**src/rtl/stopwatch_pkg.sv**
```systemverilog
// Shared types and constants for the stopwatch controller slice.
// Holds the state encoding, default digit geometry and the limit-word helper.
package stopwatch_pkg;

  typedef enum logic [2:0] {
    IDLE     = 3'd0,
    RUN      = 3'd1,
    PAUSE    = 3'd2,
    LAP_RUN  = 3'd3,
    LAP_HOLD = 3'd4
  } state_t;

  localparam int DEFAULT_NUMBER_OF_DIGITS         = 4;
  localparam int DEFAULT_NUMBER_OF_BITS_PER_DIGIT = 4;
  localparam int DEFAULT_DIGIT_MAX                = 9;

  localparam int MAX_WORD_BITS = 64;

  // Builds the count word with every digit at its maximum value.
  function automatic logic [MAX_WORD_BITS-1:0] limit_word(
    input int digits,
    input int bits,
    input int digit_max
  );
    logic [MAX_WORD_BITS-1:0] word;
    logic [MAX_WORD_BITS-1:0] digit_mask;
    word       = '0;
    digit_mask = (MAX_WORD_BITS'(1) << bits) - MAX_WORD_BITS'(1);
    for (int i = 0; i < digits; i++) begin
      word = word | ((MAX_WORD_BITS'(digit_max) & digit_mask) << (i * bits));
    end
    return word;
  endfunction

endpackage

```
**src/rtl/stopwatch_controller_rise_edge_detect.sv**
```systemverilog
// Single-bit rising-edge detector for an already synchronized, debounced level.
module rise_edge_detect (
  input  logic clk,
  input  logic rst,
  input  logic level,
  output logic rise
);

  logic edge_q;

  always_ff @(posedge clk or posedge rst) begin
    if (rst) begin
      edge_q <= 1'b0;
    end else begin
      edge_q <= level;
    end
  end

  assign rise = level & ~edge_q;

endmodule

```
**src/rtl/stopwatch_controller.sv**
```systemverilog
// Stopwatch sequencing controller: turns button edges into counter enable,
// direction and clear, and chooses between the live count and a frozen lap value.
module stopwatch_controller
  import stopwatch_pkg::*;
#(
  parameter int NUMBER_OF_DIGITS         = DEFAULT_NUMBER_OF_DIGITS,
  parameter int NUMBER_OF_BITS_PER_DIGIT = DEFAULT_NUMBER_OF_BITS_PER_DIGIT,
  parameter int DIGIT_MAX                = DEFAULT_DIGIT_MAX
) (
  input  logic                                         clk,
  input  logic                                         rst,
  input  logic                                         btn_start_stop,
  input  logic                                         btn_lap,
  input  logic                                         btn_clear,
  input  logic                                         dir_up,
  input  logic [NUMBER_OF_DIGITS*NUMBER_OF_BITS_PER_DIGIT-1:0] count_value,
  output logic                                         cnt_enable,
  output logic                                         cnt_up_down,
  output logic                                         cnt_clear,
  output logic [NUMBER_OF_DIGITS*NUMBER_OF_BITS_PER_DIGIT-1:0] display_number,
  output logic                                         running,
  output logic                                         lap_active,
  output logic                                         limit_hit
);

  localparam int WORD_BITS = NUMBER_OF_DIGITS * NUMBER_OF_BITS_PER_DIGIT;
  localparam logic [MAX_WORD_BITS-1:0] LIMIT_FULL =
    limit_word(NUMBER_OF_DIGITS, NUMBER_OF_BITS_PER_DIGIT, DIGIT_MAX);
  localparam logic [WORD_BITS-1:0] LIMIT_UP = LIMIT_FULL[WORD_BITS-1:0];

  logic ss_rise;
  logic lap_rise;
  logic clr_rise;

  logic ss_evt;
  logic lap_evt;
  logic clr_evt;

  logic at_limit;

  state_t state;
  state_t state_next;
  logic   capture_lap;
  logic   clear_pulse;
  logic   limit_pulse;

  logic [WORD_BITS-1:0] lap_reg;
  logic                 dir_reg;

  rise_edge_detect u_edge_start_stop (
    .clk   (clk),
    .rst   (rst),
    .level (btn_start_stop),
    .rise  (ss_rise)
  );

  rise_edge_detect u_edge_lap (
    .clk   (clk),
    .rst   (rst),
    .level (btn_lap),
    .rise  (lap_rise)
  );

  rise_edge_detect u_edge_clear (
    .clk   (clk),
    .rst   (rst),
    .level (btn_clear),
    .rise  (clr_rise)
  );

  // Only the highest-priority edge of a cycle survives; the rest are dropped.
  always_comb begin
    clr_evt = clr_rise;
    ss_evt  = ss_rise & ~clr_rise;
    lap_evt = lap_rise & ~clr_rise & ~ss_rise;
  end

  always_comb begin
    if (dir_reg) begin
      at_limit = (count_value == LIMIT_UP);
    end else begin
      at_limit = (count_value == '0);
    end
  end

  always_comb begin
    state_next  = state;
    capture_lap = 1'b0;
    clear_pulse = 1'b0;
    limit_pulse = 1'b0;
    case (state)
      IDLE: begin
        if (clr_evt) begin
          clear_pulse = 1'b1;
        end else if (ss_evt && !at_limit) begin
          state_next = RUN;
        end
      end
      RUN: begin
        // Reaching the limit outranks any button, including a redundant stop.
        if (at_limit) begin
          state_next  = PAUSE;
          limit_pulse = 1'b1;
        end else if (ss_evt) begin
          state_next = PAUSE;
        end else if (lap_evt) begin
          state_next  = LAP_RUN;
          capture_lap = 1'b1;
        end
      end
      LAP_RUN: begin
        if (at_limit) begin
          state_next  = LAP_HOLD;
          limit_pulse = 1'b1;
        end else if (ss_evt) begin
          state_next = LAP_HOLD;
        end else if (lap_evt) begin
          capture_lap = 1'b1;
        end
      end
      PAUSE: begin
        if (clr_evt) begin
          state_next  = IDLE;
          clear_pulse = 1'b1;
        end else if (ss_evt && !at_limit) begin
          state_next = RUN;
        end
      end
      LAP_HOLD: begin
        if (clr_evt) begin
          state_next  = IDLE;
          clear_pulse = 1'b1;
        end else if (ss_evt && !at_limit) begin
          state_next = LAP_RUN;
        end else if (lap_evt) begin
          state_next = PAUSE;
        end
      end
      default: begin
        state_next = IDLE;
      end
    endcase
  end

  // Direction is only tracked while idle, so it is frozen for a whole run.
  always_ff @(posedge clk or posedge rst) begin
    if (rst) begin
      state          <= IDLE;
      lap_reg        <= '0;
      dir_reg        <= 1'b1;
      cnt_enable     <= 1'b0;
      cnt_clear      <= 1'b0;
      display_number <= '0;
      running        <= 1'b0;
      lap_active     <= 1'b0;
      limit_hit      <= 1'b0;
    end else begin
      state <= state_next;
      if (state == IDLE) begin
        dir_reg <= dir_up;
      end
      if (capture_lap) begin
        lap_reg <= count_value;
      end
      cnt_enable <= (state_next == RUN) || (state_next == LAP_RUN);
      running    <= (state_next == RUN) || (state_next == LAP_RUN);
      lap_active <= (state_next == LAP_RUN) || (state_next == LAP_HOLD);
      cnt_clear  <= clear_pulse;
      limit_hit  <= limit_pulse;
      if ((state == LAP_RUN) || (state == LAP_HOLD)) begin
        display_number <= lap_reg;
      end else begin
        display_number <= count_value;
      end
    end
  end

  assign cnt_up_down = dir_reg;

endmodule

```
**config.mk**
```make
export PLATFORM = sky130hd
export DESIGN_NAME = stopwatch_controller
export DESIGN_NICKNAME = d
export VERILOG_FILES = /design/src/rtl/stopwatch_pkg.sv /design/src/rtl/stopwatch_controller_rise_edge_detect.sv /design/src/rtl/stopwatch_controller.sv
export SDC_FILE = /design/constraint.sdc
export NUM_CORES = 1
export LEC_CHECK = 0
export ABC_AREA = 1
export CAP_MARGIN = 20
export CELL_PAD_IN_SITES_DETAIL_PLACEMENT = 0
export CELL_PAD_IN_SITES_GLOBAL_PLACEMENT = 1
export CORE_ASPECT_RATIO = 1.1
export CORE_MARGIN = 5
export CORE_UTILIZATION = 30
export DETAILED_ROUTE_END_ITERATION = 12
export PLACE_DENSITY = 0.64
export REMOVE_ABC_BUFFERS = 1
export SLEW_MARGIN = 20
export SYNTH_ARGS = -nofsm -noshare
export SYNTH_HDL_FRONTEND = slang
export SYNTH_SLANG_ARGS = --single-unit
export TNS_END_PERCENT = 100
```
**constraint.sdc**
```tcl
create_clock -name clk -period 1.5 [get_ports clk]
set_input_delay 0.225 -clock clk [delete_from_list [all_inputs] [get_ports clk]]
set_output_delay 0.225 -clock clk [all_outputs]
set_load 0.01 [all_outputs]
```
# Yosys cells after proc, flatten, opt, wreduce, memory -nomap -nowiden
# Index checks and enable logic that the tools add are counted.
# classes
n_eq_ne	8
reduce_logical	9
muxes	22
bitwise_logic	11
# ops
op	n
$mux 3	11
$eq 16x16->1 const B	1
$logic_not 16->1	1
$mux 16	1
$pmux 3 s5	1
$eq 3x2->1 const B	3
$mux 1	9
$and 1x1->1	6
$eq 3x1->1 const B	2
$eq 3x3->1 const B	2
$not 1->1	5
$logic_not 3->1	1
$logic_or 1x1->1	3
$reduce_or 3->1	1
$reduce_or 2->1	1
$logic_and 1x1->1	1
$logic_not 1->1	1
# word_totals
wordCells	61
reg_bits	43
in_bits	22

# Logic depth before layout (Yosys ltp)
# Gate-level depths: netlist of the first run.
# logic_depth
word_depth	11
ltp_mapped	12
ltp_nobuf	12

# Hierarchy
# A second synthesis of the first run with hierarchy kept.
# hier_totals
hier_cells	212
hier_area_um2	1973.1
# modules_own_cells
module	instances	seq_area_each_um2	cells_each	area_each_um2
stopwatch_controller	1	1002.2	200	1856.8
rise_edge_detect	3	25.0	4	38.8

# Worst setup path before layout of the first run
# No wires, ideal clock.
# synth_timing
path_type	register to register
start	reg dir_reg, in the netlist cnt_up_down
end	reg lap_reg[0]
setup_ns	0.120
period_less_slack_ns	1.437
arrival_ns	1.317
slack_ns	0.063
n_path_buf	1
path_stages_with_launch	9
path_cell_list	dfstp_2 nand3_1 nor2_2 nand3_2 nand2_4 inv_4 nand2_8 buf_6 o21ai_2
# synth_via
elab_chain_cells	3
# synth_rtl
element	line_no	source
start, declared	stopwatch_controller.sv:48	logic dir_reg;
start signal, assigned	stopwatch_controller.sv:160	dir_reg <= dir_up;
$mux 1	stopwatch_controller.sv:79	if (dir_reg) begin
$mux 1	stopwatch_controller.sv:112	if (at_limit) begin
$mux 1	n/a	
end signal, assigned	stopwatch_controller.sv:163	lap_reg <= count_value;
end, declared	stopwatch_controller.sv:47	logic [WORD_BITS-1:0] lap_reg;
# No other way between the ends.
# A chain may end at the register's enable or synchronous reset.

# Worst setup path after layout of the first run
# layout_timing
start	reg dir_reg, in the netlist cnt_up_down
end	out cnt_up_down
# layout_rtl
element	line_no	source
end, declared	stopwatch_controller.sv:18	output logic cnt_up_down,
# No word-level cell between the ends.

==> results of run 1 <==
routing by layer:
| layer | GRT usage, % | routed length [um] | vias up |
|---|---|---|---|
| li1 | - | - | 779 |
| met1 | 14.03 | 1944 | 734 |
| met2 | 19.03 | 2109 | 32 |
| met3 | 3.425 | 268 | 6 |
| met4 | 3.401 | 51 | 0 |
| met5 | 0 | 0 | - |
per-stage QoR:
stage	setup slack (ps)	cells
3_3_place_gp	-305.8	336
5_1_grt	-20.41	349
4_1_cts	19.58	348
6_report	60.23	349
3_5_place_dp	-331.5	336
2_1_floorplan	47.78	197
synth_stat cells, types with 2 or more instances:
master / n / area [sq um]
nand2_1: 35 / 131.4
nand3_2: 4 / 40.04
inv_2: 11 / 41.29
nor3_1: 3 / 15.01
nand4_1: 2 / 12.51
inv_1: 16 / 60.06
buf_4: 3 / 22.52
nor2_2: 9 / 56.30
o21ai_1: 19 / 95.09
buf_12: 2 / 40.04
nor3_2: 2 / 20.02
dfrtp_1: 42 / 1051
nand3_1: 5 / 25.02
nor2_1: 9 / 33.78
o21ai_2: 14 / 122.6
nand2_2: 16 / 100.1
area by class of cell:
type / count / share of cell area [%]
Clock buffer: 6 / 2.528
Clock inverter: 2 / 2.092
Inverter: 28 / 3.923
Multi-Input combinational cell: 129 / 29.82
Sequential cell: 43 / 37.53
Tap cell: 82 / 3.575
Timing Repair Buffer: 59 / 20.53
cells by family (layout without fill, tap and decap cells):
logic type             count (synthesis)  after routing  synth area share, %
buffers and inverters                 35             95                9.249
AND/OR/NAND/NOR                       89             92                24.64
AO/OA/AOI/OAI                         36             36                12.10
flip-flops                            43             43                53.45
multiplexers                           1              1               0.5586
worst max-delay path by stage:
stage / start / endpoint / depth (start not counted)
after global routing: cnt_up_down / lap_active / 9
after CTS: cnt_up_down / lap_reg[11] / 9
after detailed placement: count_value[14] / lap_reg[10] / 10
after floorplan: cnt_up_down / lap_reg[10] / 8
after global placement: count_value[14] / lap_reg[11] / 10
final: cnt_up_down / cnt_up_down / 2
power by group through the flow:
stage | clock (mW) | sequential, mW | combinational (mW)
2_1_floorplan | 0 | 1.86 | 0.726
3_3_place_gp | 0 | 1.79 | 1.44
3_5_place_dp | 0 | 1.79 | 1.45
4_1_cts | 1.10 | 1.78 | 1.49
5_1_grt | 1.16 | 1.82 | 1.66
6_report | 1.06 | 1.77 | 1.49
timing repair:
item / 4_1_cts / 5_1_grt
pin swaps: 5 / 12
endpoints found under the setup margin: 18 / 14
setup buffers: 1 / 1
gates cloned: 3 / 0
hold endpoints to repair: 0 / 0
resized for setup: 5 / 11
==> results.py, run 1 <==
metrics = {
    "status": {
        "outcome": "finished clean",
    },
    "setup_path": {
        "reg2reg_from": "cnt_up_down",
        "critPathArrivalTime_ps": 1210,
        "path_class": "reg2out",
        "cp_slowest_cell": "dfstp_2",
        "critical_path.max_stage_delay_ps": 560,
        "start_kind": "flop",
        "path_cells": "buf_4 -> dlygate4sd2_1",
        "r2r-end": "lap_active",
        "crit_buf_inv": 2,
        "crit_family": "flip-flops",
        "critPathCaptureType": "primary output",
        "required_ps": 1270,
        "r2r_setup_slack_ps": 60,
        "cp_max_fo": 3,
        "rr_worst_depth": 9,
    },
    "power_and_ir_drop": {
        "clock_power_share_pct": 24.6,
        "power.internal_mw": 2.972,
        "p_sw_share_pct": 31.23,
        "power_mw": 4.321,
        "p_seq_share_pct": 41.0,
        "p_sw_mw": 1.349,
        "ir_drop_mv": 0.6143,
        "powerDensity_mw_per_mm2": 1505,
        "p_leak_nw": 1.292,
        "p_comb_share_pct": 34.4,
    },
    "cells_and_area": {
        "final_core_util_pct": 43.79,
        "most-common-layout-cells": "42 x dfrtp_1, 41 x clkdlybuf4s50_1, 33 x nand2_1",
        "fillers": 660,
        "stdcell_area_sq_mm": 0.002870,
        "diodes": 0,
        "ff_latch_area_sq_mm": 0.001077,
        "multi_input_area_sq_um": 855.8,
        "final_nets": 288,
        "final_common_cell": "dfrtp_1",
        "drive_above_1_share_pct": 35.96,
        "syn_to_final_growth_pct": 42.40,
    },
    "clock_network": {
        "clkLatencyLatePin_ps": 290,
        "cts_buffers": 5,
        "root_buffer": "clkbuf_8",
        "cts_hold_buf": 0,
        "h-tree-depth": 2,
        "clkSlewWorstSetupHoldPaths_ps": 80,
        "cts_tree": "built",
        "clockBufferDepth": 2,
        "cts.sinks": 43,
    },
    "timing": {
        "layout_min_cycle_time_ps": 1440,
        "worst_pin_slew_ps": 334.2,
        "report.final.slew_viol_count": 0,
        "hold_violations": 0,
        "fin_hold_ws_ps": 152.9,
        "period_share_pct": 95.98,
        "rsz0062_at_grt": "yes",
        "finalSetupTns_ps": 0,
        "max_freq_mhz": 694.6,
        "relSlewSlack_pct": 77.72,
        "setup_viol": 0,
        "skew_ps": 8.045,
    },
    "place": {
        "post_dp_cell_area_sq_mm": 0.002600,
        "io_buffer_count": 43,
        "hpwlAfterDp_um": 3027,
        "routabilityCongestion": 0.7789,
    },
    "die": {
        "io_pins": 44,
        "fp.dieW_um": 88.16,
        "dieArea_sq_mm": 0.008460,
        "initial_core_util_pct": 30.75,
        "core_area_sq_mm": 0.006555,
        "dieHeight_um": 95.97,
        "rows": 31,
    },
    "route": {
        "drtPass1Iterations": 4,
        "viasPerCell": 4.444,
        "wl_um": 4374,
        "antenna_left": 0,
        "via_count": 1551,
        "drt_iter0_markers": 75,
        "drc_errors": 0,
        "routedWlPerCell_um": 12.53,
    },
    "synthesis": {
        "seq_area_frac_synth_pct": 53.45,
        "syn_avg_cell_area_sq_um": 9.881,
        "synth_ff_type": "dfrtp_1",
        "syn-instance-count": 204,
        "synth_edf_count": 0,
        "syn-cell-area_sq_mm": 0.002016,
        "ys_ff_latch": 43,
        "async_reset_ff_share_pct": 100.0,
        "yosys_warnings": 0,
        "yosysUniqueCellTypes": 28,
    },
    "grt": {
        "grt_pass1_vias": 1573,
        "overflow": 0,
        "grtUsageTotal_pct": 11.34,
        "antenna_found_initial": 0,
        "grt_max_degree": 33,
        "grt_pass1_wl_um": 7320,
    },
    "worst_hold_path": {
        "hold_path.class": "in2async",
    },
    "flow_run": {
        "drv_cap": 0,
    },
}
Power figures use the tool's default switching activity.
==> inputs of run 2 (changes only) <==
--- a/config.mk
+++ b/config.mk
@@ -11,9 +11,9 @@
 export CELL_PAD_IN_SITES_GLOBAL_PLACEMENT = 1
 export CORE_ASPECT_RATIO = 1.1
 export CORE_MARGIN = 5
-export CORE_UTILIZATION = 30
+export CORE_UTILIZATION = 38
 export DETAILED_ROUTE_END_ITERATION = 12
-export PLACE_DENSITY = 0.64
+export PLACE_DENSITY = 0.79
 export REMOVE_ABC_BUFFERS = 1
 export SLEW_MARGIN = 20
 export SYNTH_ARGS = -nofsm -noshare
==> constraint.sdc (replaced) <==
create_clock -name clk -period 1.5 [get_ports clk]
set_input_delay 0.45 -clock clk [delete_from_list [all_inputs] [get_ports clk]]
set_output_delay 0.45 -clock clk [all_outputs]
set_load 0.01 [all_outputs]
==> run 2 against run 1 <==
Effect of this change: register-to-register slack lost 100 ps; critical endpoint unchanged; die area shrank 19%; final cell count shrank 5.4%; via count shrank 1.9%; setup slack lost 140 ps; core utilization grew 13 points; sequential share of layout area shrank 0.15 points; largest cell class unchanged; first-iteration DRC count shrank 27%; wire length shrank 8.3%; clock-buffer cell count is the same; critical path depth shrank 1; combinational power shrank 5%; the run now ends with negative setup slack left.
==> results.py, run 2 (synthesized netlist as in run 1, its figures left out) <==
metrics = {
    "timing": {
        "hold_violations": 0,
        "report.final.slew_viol_count": 0,
        "rsz0062_at_grt": "yes",
        "period_share_pct": 105.5,
        "layout_min_cycle_time_ps": 1582,
        "fin_hold_ws_ps": 408.9,
        "final.setup.worst_slack_ps": -82.11,
        "worst_pin_slew_ps": 312.6,
        "setup_viol": 11,
        "relSlewSlack_pct": 79.16,
        "skew_ps": 7.532,
        "max_freq_mhz": 632.1,
    },
    "power_and_ir_drop": {
        "ir_drop_mv": 0.7573,
        "powerDensity_mw_per_mm2": 1417,
        "p_leak_nw": 1.398,
    },
    "setup_path": {
        "required_ps": 1050,
        "r2r_setup_slack_ps": -40,
        "start_kind": "flop",
        "crit_family": "flip-flops",
        "cp_slowest_cell": "dfstp_2",
        "cp_max_fo": 4,
        "critPathArrivalTime_ps": 1130,
        "critPathCaptureType": "primary output",
        "path_class": "reg2out",
        "crit_buf_inv": 1,
        "critical_path.max_stage_delay_ps": 570,
        "path_cells": "dlygate4sd2_1",
    },
    "status": {
        "violations": "negative setup slack",
        "outcome": "finished with violations",
    },
    "clock_network": {
        "root_buffer": "clkbuf_8",
        "cts.sinks": 43,
        "cts_tree": "built",
        "cts_buffers": 5,
        "clkLatencyLatePin_ps": 290,
        "clkSlewWorstSetupHoldPaths_ps": 70,
        "clockBufferDepth": 2,
        "h-tree-depth": 2,
    },
    "cells_and_area": {
        "final_nets": 294,
        "drive_above_1_share_pct": 38.24,
        "diodes": 0,
        "most-common-layout-cells": "42 x dfrtp_1, 36 x dlygate4sd2_1, 32 x nand2_1",
        "final_core_util_pct": 56.86,
        "syn_to_final_growth_pct": 42.95,
        "final_common_cell": "dfrtp_1",
        "stdcell_area_sq_mm": 0.002882,
    },
    "grt": {
        "grt_pass1_vias": 1538,
        "overflow": 0,
        "grt_pass1_wl_um": 6734,
        "antenna_found_initial": 0,
        "grt_max_degree": 33,
        "grtUsageTotal_pct": 12.45,
    },
    "die": {
        "dieHeight_um": 86.39,
        "dieArea_sq_mm": 0.006862,
        "fp.dieW_um": 79.44,
        "core_area_sq_mm": 0.005067,
        "rows": 27,
        "initial_core_util_pct": 39.78,
        "io_pins": 44,
    },
    "route": {
        "viasPerCell": 4.609,
        "routedWlPerCell_um": 12.16,
        "antenna_left": 0,
        "wl_um": 4013,
        "drt_iter0_markers": 55,
        "via_count": 1521,
        "drc_errors": 0,
        "drtPass1Iterations": 4,
    },
    "place": {
        "routabilityCongestion": 0.7342,
        "hpwlAfterDp_um": 2894,
        "io_buffer_count": 43,
        "place_ws_ps": -482.0,
        "post_dp_cell_area_sq_mm": 0.002597,
    },
    "flow_run": {
        "drv_cap": 0,
    },
    "worst_hold_path": {
        "hold_path.class": "in2reg",
    },
}
==> run 2: per-stage QoR <==
step / TNS [ps] / power [mW] / instances
floorplan: 0 / 2.581 / 197
global placement: -9202 / 3.220 / 314
detailed placement: -9571 / 3.238 / 314
CTS: -471.1 / 4.077 / 330
global route: -1784 / 4.331 / 330
finish: -383.5 / 4.082 / 330
==> run 2: layout make-up <==
type,instances,area [sq um]
Fill cell,455,2186
Clock inverter,1,30.03
Timing Repair Buffer,68,675.6
Inverter,28,107.6
Clock buffer,6,72.57
Tap cell,58,72.57
Multi-Input combinational cell,126,845.8
Sequential cell,43,1077
==> run 2: routing by layer <==
metal | vias to the layer above | GRT usage, % | share of wire (%)
met5 | - | 0 | 0
met1 | 700 | 15.37 | 46
met2 | 36 | 20.73 | 47
li1 | 775 | - | -
met3 | 10 | 3.430 | 4.6
met4 | 0 | 4.531 | 2.0
==> run 2: path summary, 6_finish.rpt <==
kind,from,to,cells past startpoint
max,cnt_up_down,cnt_up_down,1
min,btn_lap,u_edge_lap.edge_q,1
max reg2reg,cnt_up_down,lap_reg[7],10
min reg2reg,lap_reg[15],lap_reg[15],2
max in group asynchronous,rst,lap_reg[7],3
min in group asynchronous,rst,display_number[14],3
==> run 2: timing repair <==
item	CTS	global route
cloned	2	0
resized for setup	60	10
hold endpoints to repair	0	0
setup endpoints to repair	43	22
setup buffers	7	1
pin swaps	21	9
hold buffers	0	0
==> run 2: where the power goes <==
| part | total [mW] | switching, mW | internal, mW |
|---|---|---|---|
| clock | 0.862 | 0.374 | 0.488 |
| sequential | 1.80 | 0.249 | 1.55 |
| combinational | 1.42 | 0.728 | 0.691 |
==> inputs of run 3 (changes only) <==
--- a/config.mk
+++ b/config.mk
@@ -13,7 +13,7 @@
 export CORE_MARGIN = 5
 export CORE_UTILIZATION = 38
 export DETAILED_ROUTE_END_ITERATION = 12
-export PLACE_DENSITY = 0.79
+export PLACE_DENSITY_LB_ADDON = 0.1
 export REMOVE_ABC_BUFFERS = 1
 export SLEW_MARGIN = 20
 export SYNTH_ARGS = -nofsm -noshare
==> run 3 against run 2 <==
Effect of this change: the flow now finishes without violations; clock power up 7.4%; final cell count down 1.2%; sequential power down 2%; setup slack better by 140 ps; flip-flop and latch count unchanged; register-to-register slack better by 120 ps; first-iteration DRC count up 15%; critical path type is now in2reg; largest power group unchanged.
==> results.py, run 3 (synthesized netlist as in run 1, its figures left out) <==
metrics = {
    "timing": {
        "finalSetupTns_ps": 0,
        "hold_violations": 0,
        "rsz0062_at_grt": "yes",
        "relSlewSlack_pct": 83.77,
        "worst_pin_slew_ps": 241.5,
        "period_share_pct": 95.91,
        "layout_min_cycle_time_ps": 1439,
        "setup_viol": 0,
        "report.final.slew_viol_count": 0,
        "skew_ps": 7.223,
        "fin_hold_ws_ps": 404.5,
        "max_freq_mhz": 695.1,
    },
    "worst_hold_path": {
        "hold_path.class": "in2reg",
        "min_path_cells": 1,
        "min_to": "u_edge_lap.edge_q",
        "min-delay-start": "btn_lap",
    },
    "setup_path": {
        "critical_path.max_stage_delay_ps": 250,
        "critPathArrivalTime_ps": 1670,
        "path_cells": "dlygate4sd2_1 -> nor2_2 -> nand2_1 -> nor2_2 -> nand3b_4 -> nand2_4 -> nor2_4 -> o22ai_2 -> inv_2 -> nand2_1",
        "critPathCaptureType": "flop",
        "required_ps": 1730,
        "reg2reg_from": "cnt_up_down",
        "r2r_setup_slack_ps": 80,
        "cp_max_fo": 4,
        "r2r-end": "lap_active",
        "cp_slowest_cell": "dlygate4sd2_1",
        "rr_worst_depth": 8,
        "start_kind": "primary input",
        "path_class": "in2reg",
    },
    "cells_and_area": {
        "ff_latch_area_sq_mm": 0.001077,
        "final_core_util_pct": 55.95,
        "drive_above_1_share_pct": 39.55,
        "fillers": 491,
        "multi_input_area_sq_um": 909.6,
        "diodes": 0,
        "final_common_cell": "dfrtp_1",
        "stdcell_area_sq_mm": 0.002835,
        "syn_to_final_growth_pct": 40.66,
        "most-common-layout-cells": "42 x dfrtp_1, 39 x dlygate4sd2_1, 30 x nand2_1",
        "final_nets": 289,
    },
    "clock_network": {
        "cts.sinks": 43,
        "clockBufferDepth": 2,
        "cts_tree": "built",
        "root_buffer": "clkbuf_8",
        "cts_hold_buf": 0,
        "h-tree-depth": 2,
        "clkSlewWorstSetupHoldPaths_ps": 80,
        "clkLatencyLatePin_ps": 290,
        "cts_buffers": 5,
    },
    "route": {
        "antenna_left": 0,
        "drt_iter0_markers": 63,
        "routedWlPerCell_um": 12.85,
        "drtPass1Iterations": 4,
        "via_count": 1517,
        "wl_um": 4190,
        "viasPerCell": 4.653,
        "drc_errors": 0,
    },
    "power_and_ir_drop": {
        "p_leak_nw": 1.357,
        "ir_drop_mv": 0.8386,
        "powerDensity_mw_per_mm2": 1424,
        "power_mw": 4.039,
    },
    "grt": {
        "grt_max_degree": 44,
        "grt_pass1_vias": 1517,
        "grt_pass1_wl_um": 6996,
        "overflow": 0,
        "grtUsageTotal_pct": 13.21,
        "antenna_found_initial": 0,
    },
    "place": {
        "routabilityCongestion": 0.7417,
        "post_dp_cell_area_sq_mm": 0.002540,
        "hpwlAfterDp_um": 2730,
        "io_buffer_count": 43,
    },
    "die": {
        "dieArea_sq_mm": 0.006862,
        "initial_core_util_pct": 39.78,
        "rows": 27,
        "io_pins": 44,
        "dieHeight_um": 86.39,
        "fp.dieW_um": 79.44,
        "core_area_sq_mm": 0.005067,
    },
    "status": {
        "outcome": "finished clean",
    },
    "flow_run": {
        "drv_cap": 0,
    },
}
-- run 3: cell types whose count changed in the layout (fill, tap and decap cells not counted), moves of 4 or more --
cell / delta
nand2_2: +8
buf_4: -4
nor2_4: +4
nand2_4: -6
clkdlybuf4s15_1: -4
-- run 3: metrics by stage --
| step | cells | setup slack (ps) |
|---|---|---|
| 2_1_floorplan | 197 | 47.78 |
| 3_3_place_gp | 308 | -523.4 |
| 3_5_place_dp | 308 | -542.9 |
| 4_1_cts | 326 | 14.98 |
| 5_1_grt | 326 | -7.773 |
| 6_report | 326 | 61.32 |
-- run 3: what timing repair did --
item / CTS / global route
pin swaps: 27 / 9
gates resized for setup: 68 / 5
gates cloned: 3 / 0
endpoints found under the setup margin: 43 / 4
setup buffers: 7 / 0
-- run 3: worst max path at each step --
stage	start	endpoint	slack, ps
6_report	count_value[5]	lap_active	60
3_5_place_dp	count_value[14]	lap_reg[11]	-540
4_1_cts	count_value[5]	lap_active	10
5_1_grt	cnt_up_down	lap_active	-8
3_3_place_gp	count_value[6]	lap_reg[10]	-520
2_1_floorplan	rst	cnt_clear	50
-- run 3: layout make-up --
| class | count | share of cell area (%) |
|---|---|---|
| clock buffers | 6 | 2.913 |
| clock inverters | 2 | 1.236 |
| inverters | 28 | 3.972 |
| multi-input cells | 129 | 32.08 |
| flip-flops and latches | 43 | 38.00 |
| well taps | 58 | 2.560 |
| repair buffers | 60 | 19.24 |
-- run 3: critical path: cells and delay by family --
kind | cells | cell delay (ps)
AND/OR/NAND/NOR | 7 | 720
buffers and inverters | 2 | 290
AO/OA/AOI/OAI | 1 | 200
-- run 3: where the power goes --
group,internal (mW),total [mW],switching (mW),leakage (nW)
logic,0.617,1.35,0.733,0.769
clock network,0.539,0.926,0.387,0.0612
registers,1.55,1.76,0.211,0.526
-- run 3: per-layer routing --
| layer | GRT usage [%] | share of wire (%) |
|---|---|---|
| met1 | 16.71 | 44 |
| met2 | 21.18 | 50 |
| met3 | 4.574 | 4.7 |
| met4 | 4.219 | 1.2 |
| met5 | 0 | 0 |
